File: config.mk
export PLATFORM = sky130hd
export DESIGN_NAME = wb_rr_arbiter
export DESIGN_NICKNAME = d
export VERILOG_FILES = /design/src/rtl/wb_arb_pkg.sv /design/src/rtl/wb_rr_pick.sv /design/src/rtl/wb_rr_arbiter.sv
export SDC_FILE = /design/constraint.sdc
export NUM_CORES = 1
export LEC_CHECK = 0
export CORE_AREA = 2 2 120 122
export CTS_CLUSTER_DIAMETER = 200
export CTS_CLUSTER_SIZE = 10
export DETAILED_ROUTE_END_ITERATION = 12
export DIE_AREA = 0 0 122 124
export PLACE_DENSITY = 0.47
export SETUP_SLACK_MARGIN = 0.3
export SLEW_MARGIN = 10
export SYNTH_ARGS = -nofsm -noshare
export SYNTH_HDL_FRONTEND = slang
export SYNTH_SLANG_ARGS = --single-unit
File: constraint.sdc
create_clock -name wb_clk_i -period 2.5 [get_ports wb_clk_i]
set_input_delay 0.25 -clock wb_clk_i [delete_from_list [all_inputs] [get_ports wb_clk_i]]
set_output_delay 0.25 -clock wb_clk_i [all_outputs]
set_load 0.005 [all_outputs]
File: src/rtl/wb_arb_pkg.sv
// Shared types and constants for the Wishbone round-robin arbiter family.
// Holds the arbiter FSM state encoding and the Wishbone B4 burst tag values
// (CTI cycle type identifiers and BTE burst type extensions).

package wb_arb_pkg;

   typedef enum logic [0:0] {
      IDLE  = 1'b0,
      OWNED = 1'b1
   } arb_state_t;

   // Cycle type identifier (CTI) encodings
   localparam logic [2:0] CTI_CLASSIC = 3'b000;
   localparam logic [2:0] CTI_CONST   = 3'b001;
   localparam logic [2:0] CTI_INC     = 3'b010;
   localparam logic [2:0] CTI_END     = 3'b111;

   // Burst type extension (BTE) encodings
   localparam logic [1:0] BTE_LINEAR  = 2'b00;
   localparam logic [1:0] BTE_WRAP4   = 2'b01;
   localparam logic [1:0] BTE_WRAP8   = 2'b10;
   localparam logic [1:0] BTE_WRAP16  = 2'b11;

endpackage

File: src/rtl/wb_rr_pick.sv
// Combinational round-robin priority encoder.
// Searches req starting one position after last (wrapping modulo N) and
// returns the first requester as a one-hot vector plus its index. The
// "any" flag is low when nothing is requesting, in which case gnt and idx
// are zero.

module wb_rr_pick #(
   parameter int N  = 2,
   parameter int IW = $clog2(N)
) (
   input  logic [N-1:0]  req,
   input  logic [IW-1:0] last,
   output logic [N-1:0]  gnt,
   output logic [IW-1:0] idx,
   output logic          any
);

   logic [IW-1:0] cand;

   // Walk the ring from last+1; the first hit wins, later hits are ignored.
   always_comb begin
      gnt  = '0;
      idx  = '0;
      any  = 1'b0;
      cand = '0;
      for (int i = 1; i <= N; i++) begin
         cand = IW'((int'(last) + i) % N);
         if (!any && req[cand]) begin
            any       = 1'b1;
            gnt[cand] = 1'b1;
            idx       = cand;
         end
      end
   end

endmodule

File: src/rtl/wb_rr_arbiter.sv
// Round-robin Wishbone B4 arbiter: NUM_MASTERS masters share one slave port.
// Ownership is held for a whole bus cycle (cyc), so bursts and locked
// sequences are never split. The slave request is muxed from a registered
// one-hot grant; responses go combinationally to the owning master only,
// read data is broadcast.
//
// Optional build macro: WB_ARB_TIMEOUT_EN enables a stall watchdog that
// terminates a transfer with err after TIMEOUT_CYCLES unanswered strobes.
//
//   state | meaning
//   ------+---------------------------------------------------------------
//   IDLE  | no owner; any cyc request is arbitrated at the next edge
//   OWNED | grant/owner registered; held until the owner drops cyc

module wb_rr_arbiter
   import wb_arb_pkg::*;
#(
   parameter int NUM_MASTERS    = 2,
   parameter int AW             = 32,
   parameter int DW             = 32,
   parameter int TIMEOUT_CYCLES = 255
) (
   input  logic                          wb_clk_i,
   input  logic                          wb_rst_i,

   input  logic [NUM_MASTERS*AW-1:0]     m_adr_i,
   input  logic [NUM_MASTERS*DW-1:0]     m_dat_i,
   input  logic [NUM_MASTERS*(DW/8)-1:0] m_sel_i,
   input  logic [NUM_MASTERS-1:0]        m_we_i,
   input  logic [NUM_MASTERS-1:0]        m_cyc_i,
   input  logic [NUM_MASTERS-1:0]        m_stb_i,
   input  logic [NUM_MASTERS*3-1:0]      m_cti_i,
   input  logic [NUM_MASTERS*2-1:0]      m_bte_i,
   output logic [DW-1:0]                 m_dat_o,
   output logic [NUM_MASTERS-1:0]        m_ack_o,
   output logic [NUM_MASTERS-1:0]        m_err_o,
   output logic [NUM_MASTERS-1:0]        m_rty_o,

   output logic [AW-1:0]                 s_adr_o,
   output logic [DW-1:0]                 s_dat_o,
   output logic [DW/8-1:0]               s_sel_o,
   output logic                          s_we_o,
   output logic                          s_cyc_o,
   output logic                          s_stb_o,
   output logic [2:0]                    s_cti_o,
   output logic [1:0]                    s_bte_o,
   input  logic [DW-1:0]                 s_dat_i,
   input  logic                          s_ack_i,
   input  logic                          s_err_i,
   input  logic                          s_rty_i,

   output logic [NUM_MASTERS-1:0]        grant_o
);

   localparam int SW = DW / 8;
   localparam int IW = (NUM_MASTERS > 1) ? $clog2(NUM_MASTERS) : 1;

   arb_state_t             state, state_nxt;
   logic [NUM_MASTERS-1:0] grant, grant_nxt;
   logic [IW-1:0]          owner, owner_nxt;
   logic [IW-1:0]          last, last_nxt;

   logic [NUM_MASTERS-1:0] pick_gnt;
   logic [IW-1:0]          pick_idx;
   logic                   pick_any;

   logic                   grant_valid;
   logic                   cyc_mux;
   logic                   stb_mux;
   logic                   to_hit;
   logic [NUM_MASTERS-1:0] to_err;

   wb_rr_pick #(
      .N  (NUM_MASTERS),
      .IW (IW)
   ) u_pick (
      .req  (m_cyc_i),
      .last (last),
      .gnt  (pick_gnt),
      .idx  (pick_idx),
      .any  (pick_any)
   );

   // State register: FSM state plus the registered grant, owner and last owner.
   always_ff @(posedge wb_clk_i) begin
      if (wb_rst_i) begin
         state <= IDLE;
         grant <= '0;
         owner <= '0;
         last  <= IW'(NUM_MASTERS - 1);
      end else begin
         state <= state_nxt;
         grant <= grant_nxt;
         owner <= owner_nxt;
         last  <= last_nxt;
      end
   end

   // Next-state logic: arbitrate when idle, release when the owner drops cyc.
   always_comb begin
      state_nxt = state;
      grant_nxt = grant;
      owner_nxt = owner;
      last_nxt  = last;
      unique case (state)
         IDLE: begin
            if (pick_any) begin
               state_nxt = OWNED;
               grant_nxt = pick_gnt;
               owner_nxt = pick_idx;
            end
         end
         OWNED: begin
            if (!m_cyc_i[owner]) begin
               state_nxt = IDLE;
               grant_nxt = '0;
               last_nxt  = owner;
            end
         end
         default: begin
            state_nxt = IDLE;
            grant_nxt = '0;
         end
      endcase
   end

   assign grant_valid = (state == OWNED);

   // Request mux: forward the owner's slice; everything is zero while idle.
   always_comb begin
      s_adr_o = '0;
      s_dat_o = '0;
      s_sel_o = '0;
      s_we_o  = 1'b0;
      cyc_mux = 1'b0;
      stb_mux = 1'b0;
      s_cti_o = '0;
      s_bte_o = '0;
      for (int k = 0; k < NUM_MASTERS; k++) begin
         if (grant_valid && grant[k]) begin
            s_adr_o = m_adr_i[k*AW +: AW];
            s_dat_o = m_dat_i[k*DW +: DW];
            s_sel_o = m_sel_i[k*SW +: SW];
            s_we_o  = m_we_i[k];
            cyc_mux = m_cyc_i[k];
            stb_mux = m_stb_i[k];
            s_cti_o = m_cti_i[k*3 +: 3];
            s_bte_o = m_bte_i[k*2 +: 2];
         end
      end
   end

`ifdef WB_ARB_TIMEOUT_EN
   localparam int CNT_W = $clog2(TIMEOUT_CYCLES + 1);

   logic [CNT_W-1:0] to_cnt;
   logic             stall;

   // Stall is judged on the owner's raw strobe so the forced-low strobe on
   // the timeout cycle does not feed back into its own detection.
   assign stall  = stb_mux & ~(s_ack_i | s_err_i | s_rty_i);
   assign to_hit = stall && (to_cnt == CNT_W'(TIMEOUT_CYCLES - 1));

   // Watchdog: count consecutive unanswered strobes, restart on any response.
   always_ff @(posedge wb_clk_i) begin
      if (wb_rst_i || !stall || to_hit) begin
         to_cnt <= '0;
      end else begin
         to_cnt <= to_cnt + 1'b1;
      end
   end
`else
   assign to_hit = 1'b0;
`endif

   assign to_err = to_hit ? grant : '0;

   // Outputs: slave strobe/cycle and per-owner response routing.
   always_comb begin
      s_cyc_o = cyc_mux;
      s_stb_o = stb_mux & ~to_hit;
      m_dat_o = s_dat_i;
      m_ack_o = {NUM_MASTERS{s_ack_i}} & grant;
      m_err_o = ({NUM_MASTERS{s_err_i}} & grant) | to_err;
      m_rty_o = {NUM_MASTERS{s_rty_i}} & grant;
      grant_o = grant;
   end

endmodule

## Yosys cells after proc, flatten, opt, wreduce, memory -nomap -nowiden

Cells that the tools add are included.

- Bits in registers: 5
- Bits of input ports: 189
- Logic and storage cells: 66

- Add/sub/neg operators: 2
- Order comparisons: 5
- Equality and inequality tests: 2
- Mux-type cells: 38
- Bitwise operators: 6
- Reduce and logical (&&, ||, !) cells: 9

Operator list:

| kind | count |
|---|---|
| 32-bit 2-to-1 mux | 4 |
| 1-bit 2-to-1 mux | 20 |
| 2-bit 2-to-1 mux | 6 |
| 4-bit 2-to-1 mux | 2 |
| 2-bit AND | 3 |
| 1-bit by 2-bit less-than comparator with 1-bit output (second input constant) | 3 |
| 3-bit 2-to-1 mux | 2 |
| 2-bit AND reduction | 3 |
| 1-bit logical AND | 5 |
| 2-bit inequality test (second input constant) | 2 |
| 2-bit one-hot mux with 2 select lines | 1 |
| 1-bit adder (second input constant) | 2 |
| 1-bit demux with 1-bit select | 2 |
| 1-bit >= comparator (second input constant) | 2 |
| 1-bit inverter | 2 |
| 2-bit OR | 1 |
| 1-bit one-hot mux with 2 select lines | 1 |
| 1-bit logical NOT | 1 |

## Logic depth before layout (Yosys ltp)

- Word-level depth: 10
- Mapped depth: 7

## Modules after synthesis

From an unflattened synthesis, not the netlist that was laid out.

- Cells, all modules: 162
- Area total of the unflattened synthesis: 1327.5 um^2

By module, submodules not included:

| module | times used | cells each | area an instance (um^2) |
|---|---|---|---|
| wb_rr_arbiter | 1 | 157 | 1295.0 |
| wb_rr_pick | 1 | 5 | 32.5 |

## Least setup slack after synthesis

OpenSTA, ideal clock, no wires.

- Path kind: reg2out
- Start: register grant[1], in the netlist grant_o[1]
- End: output port s_adr_o[11]
- Arrival time: 1.150 ns
- Data required time: 2.250 ns
- Setup slack: 1.100 ns
- Stages on the path, launching flop included: 6
- Path buffers: 3
- Cells stage by stage: dfxtp_1 and3b_1 buf_2 buf_6 buf_4 a22o_1

- Longest elaborated chain between the ends: 2

Ends and longest elaborated chain:

| what | line | RTL |
|---|---|---|
| start, declared | wb_rr_arbiter.sv:59 | `logic [NUM_MASTERS-1:0] grant, grant_nxt;` |
| start signal, assigned | wb_rr_arbiter.sv:93 | `grant <= grant_nxt;` |
| 1-bit logical AND | wb_rr_arbiter.sv:140 | `if (grant_valid && grant[k]) begin` |
| 32-bit 2-to-1 mux | wb_rr_arbiter.sv:140 |  |
| end, declared | wb_rr_arbiter.sv:39 | `output logic [AW-1:0] s_adr_o,` |

Every way passes these cells.

## Worst setup path in the final report

- Start: register grant[1], in the netlist grant_o[1]
- End: output port s_we_o

- Longest elaborated chain between the ends: 2

Ends and longest elaborated chain:

| what | line | RTL |
|---|---|---|
| 1-bit logical AND | wb_rr_arbiter.sv:140 |  |
| 1-bit 2-to-1 mux | wb_rr_arbiter.sv:140 |  |
| end, declared | wb_rr_arbiter.sv:42 | `output logic s_we_o,` |

Every way passes these cells.

==> run summary <==
Startpoint of the tightest hold check path -> owner$_SDFFE_PP0P_
Post-DR wirelength/cell -> 13.81 µm
Worst setup path startpoint -> grant_o[1]$_SDFFE_PP0P_
Wire length of the first global-routing pass -> 10410 µm
Starting density of the core -> 9.758%
Number of buffers inserted during clock tree synthesis -> 3
DR WL met3 -> 760 µm
Top-Level Pins -> 305
Global placement routability congestion -> 0.7549
Leakage dissipation -> 1.337 nW
Clk_lat worst skew -> 0.23 ns
Antenna violations before repair -> 0
Data required time of the worst path -> 2.25 ns
Total met2 wirelength after detailed routing -> 3910 µm
Final antenna diode count -> 0
Post CTS Setup Buffer Count -> 0
Result of the run -> finished, final reports clean
Congestion Overflow GR -> 0
Internal Power -> 0.0006585 W
Hold slack -> 0.4995 ns
Minimum clock period -> 2.075 ns
Die span in x -> 122 µm
Unrepaired setup endpoints after global routing -> false
Peak VDD IR -> 0.0002207 V
Number of vias in the routed layout -> 2057
Warnings, synthesis -> 0
Flip-flop and latch count after synthesis -> 5
Max Fclk -> 481.9 MHz
Post-Route WL -> 7443 µm
Clock tree from TritonCTS -> yes
Net switching component of the power -> 0.0001834 W
Crit path kind -> flop to output pin
Startpoint of the worst register-to-register path -> grant_o[1]$_SDFFE_PP0P_
Library cells used by synthesis -> 21
Most used cells in the layout excluding fill and tap cells -> 240 x clkdlybuf4s50_1, 76 x a22o_1, 6 x and2_1
Area delta synth->final -> 178.4%
Clock transition at path regs -> 0.03 ns
Count of fill cells added during filler insertion -> 1488
Sequential fraction of the synthesis area -> 7.477%
Crit path arrival time -> 1.82 ns
Gate count of the mapped netlist -> 162
Detailed-router iteration count before antenna repair -> 4
Post-route fraction of the period consumed by the critical path -> 83.00%
Pin count of the biggest net entering global routing -> 42
Area of the placeable core -> 0.01372 mm²
Final setup TNS -> 0 ns
Gr usage total -> 8.484%
Skew final -> 0.001985 ns
Cell Count, Final, Fillers Out -> 539
Antenna viol nets, final -> 0
Worst min-delay path category -> flop to flop
Final core occ -> 27.17%
Max layer used -> met4
Max-Slew Margin vs Limit -> 84.68%
Number of global-route vias before repair -> 2091
Placed instance count -> 535
Netlist area before placement -> 0.001339 mm²
Count of standard-cell rows -> 43
Most common cell after layout, fill and taps aside -> clkdlybuf4s50_1
Met1 Routed Length -> 2739 µm
Logic pwr share -> 56.8%
Final net count -> 549
Critical path startpoint category -> flop
Area of the die -> 0.01513 mm²
CTS Root Cell -> clkbuf_16
Sort of element at the end of the critical path -> output pin
Critical path fanouts, max -> 40
Part of the total power dissipated in sequential elements -> 11.7%
Maximum root-to-sink buffer count -> 2
Fraction of layout instances using a drive strength above 1 -> 3.343%
Mean instance size in the synthesized netlist -> 8.264 µm²
Vias per std cell -> 3.816
Max-cap violations -> 0
Clock power frac -> 31.5%
Post-DP HPWL -> 6152 µm
Drt initial violations -> 47
Count of port buffers added during placement -> 240
Die Height -> 124 µm
PwrDens -> 225.9 mW/mm²
Fraction of power spent switching nets -> 21.78%
Sink Count -> 5
Syn Nets -> 351
Number of endpoints with negative hold slack in the final report -> 0
Setup-failing EPs final -> 0
Detailed-route DRC error count -> 0
Pin slew with the least headroom to its limit -> 0.2299 ns
Count of pins over their slew limit -> 0
Level count of the clock H-tree -> 1
## layout make-up
type                    count  area [µm²]  share of cell area (%)
clock buffers               4       78.83                   2.115
inverters                   1       3.754                  0.1007
multi-input cells         105       839.6                   22.52
flip-flops and latches      5       102.6                   2.753
well taps                 180       225.2                   6.042
repair buffers            244        2477                   66.47
## critical path: stages (launching register included)
cell and delay (ns):
dfxtp_1 0.36, and3b_2 0.32, buf_12 0.21, a22o_1 0.18, clkdlybuf4s50_1 0.51
## routing by layer
metal  GRT usage [%]  vias up
met5               0        -
met4           1.509        0
met3           2.106        8
met2           16.66      132
met1           9.218      920
li1                -      997
## sequential cells by signal, summed over array words and instances, names as in the netlist
signal       flops
grant_valid      1
owner            1
grant_o          2
last             1
## final timing paths
check                             to  slack (ns)  depth (start not counted)
max                           s_we_o        0.43                          4
min               owner$_SDFFE_PP0P_        0.50                          2
max reg2reg  grant_o[1]$_SDFFE_PP0P_        1.33                          4
min reg2reg       owner$_SDFFE_PP0P_        0.50                          2
## cell usage after synthesis
cell type | n | area (µm²)
nand2_1 | 3 | 11.26
a21oi_1 | 3 | 15.01
buf_6 | 9 | 101.4
and3b_1 | 1 | 8.760
dfxtp_1 | 5 | 100.1
a211o_1 | 1 | 8.760
o21bai_1 | 1 | 7.510
a22o_1 | 76 | 665.6
buf_4 | 34 | 255.2
buf_2 | 8 | 40.04
nand3_1 | 1 | 5.000
nand2b_1 | 2 | 12.51
nor2_1 | 3 | 11.26
a31oi_1 | 2 | 12.51
mux2_2 | 1 | 11.26
and2_1 | 6 | 37.54
o21ai_0 | 1 | 5.000
inv_1 | 1 | 3.750
and2_4 | 1 | 8.760
nor2b_1 | 2 | 12.51
nor3_1 | 1 | 5.000
## power groups by stage
stage	clock, W	sequential, W	combinational [W]
after CTS	0.000269	0.0000989	0.000480
after global routing	0.000274	0.000101	0.000513
after floorplan	0	0.0000945	0.000156
final	0.000265	0.0000988	0.000478
after detailed placement	0	0.0000998	0.000474
after global placement	0	0.0000988	0.000475
## what timing repair did
action,in CTS,in global routing
hold buffers,0,0
hold endpoints to repair,0,0
gates resized for setup,7,6
setup endpoints to repair,76,60
## kinds of logic (layout without fill, tap and decap cells)
logic type / after synthesis / in the layout / share of synthesized area, %
AO/OA/AOI/OAI: 84 / 84 / 53.36
buffers and inverters: 52 / 249 / 29.91
AND/OR/NAND/NOR: 20 / 20 / 8.411
flip-flops: 5 / 5 / 7.477
multiplexers: 1 / 1 / 0.8411
## metrics by stage
| stage | total power, W | cell area (µm²) | setup WS, ns |
|---|---|---|---|
| floorplan | 0.0002509 | 1339 | 1.100 |
| global placement | 0.0005740 | 3601 | 0.4175 |
| detailed placement | 0.0005734 | 3601 | 0.4157 |
| CTS | 0.0008478 | 3704 | 0.3033 |
| global route | 0.0008885 | 3727 | 0.3059 |
| finish | 0.0008419 | 3727 | 0.4251 |
No activity file was read; power rests on OpenSTA's default activity.
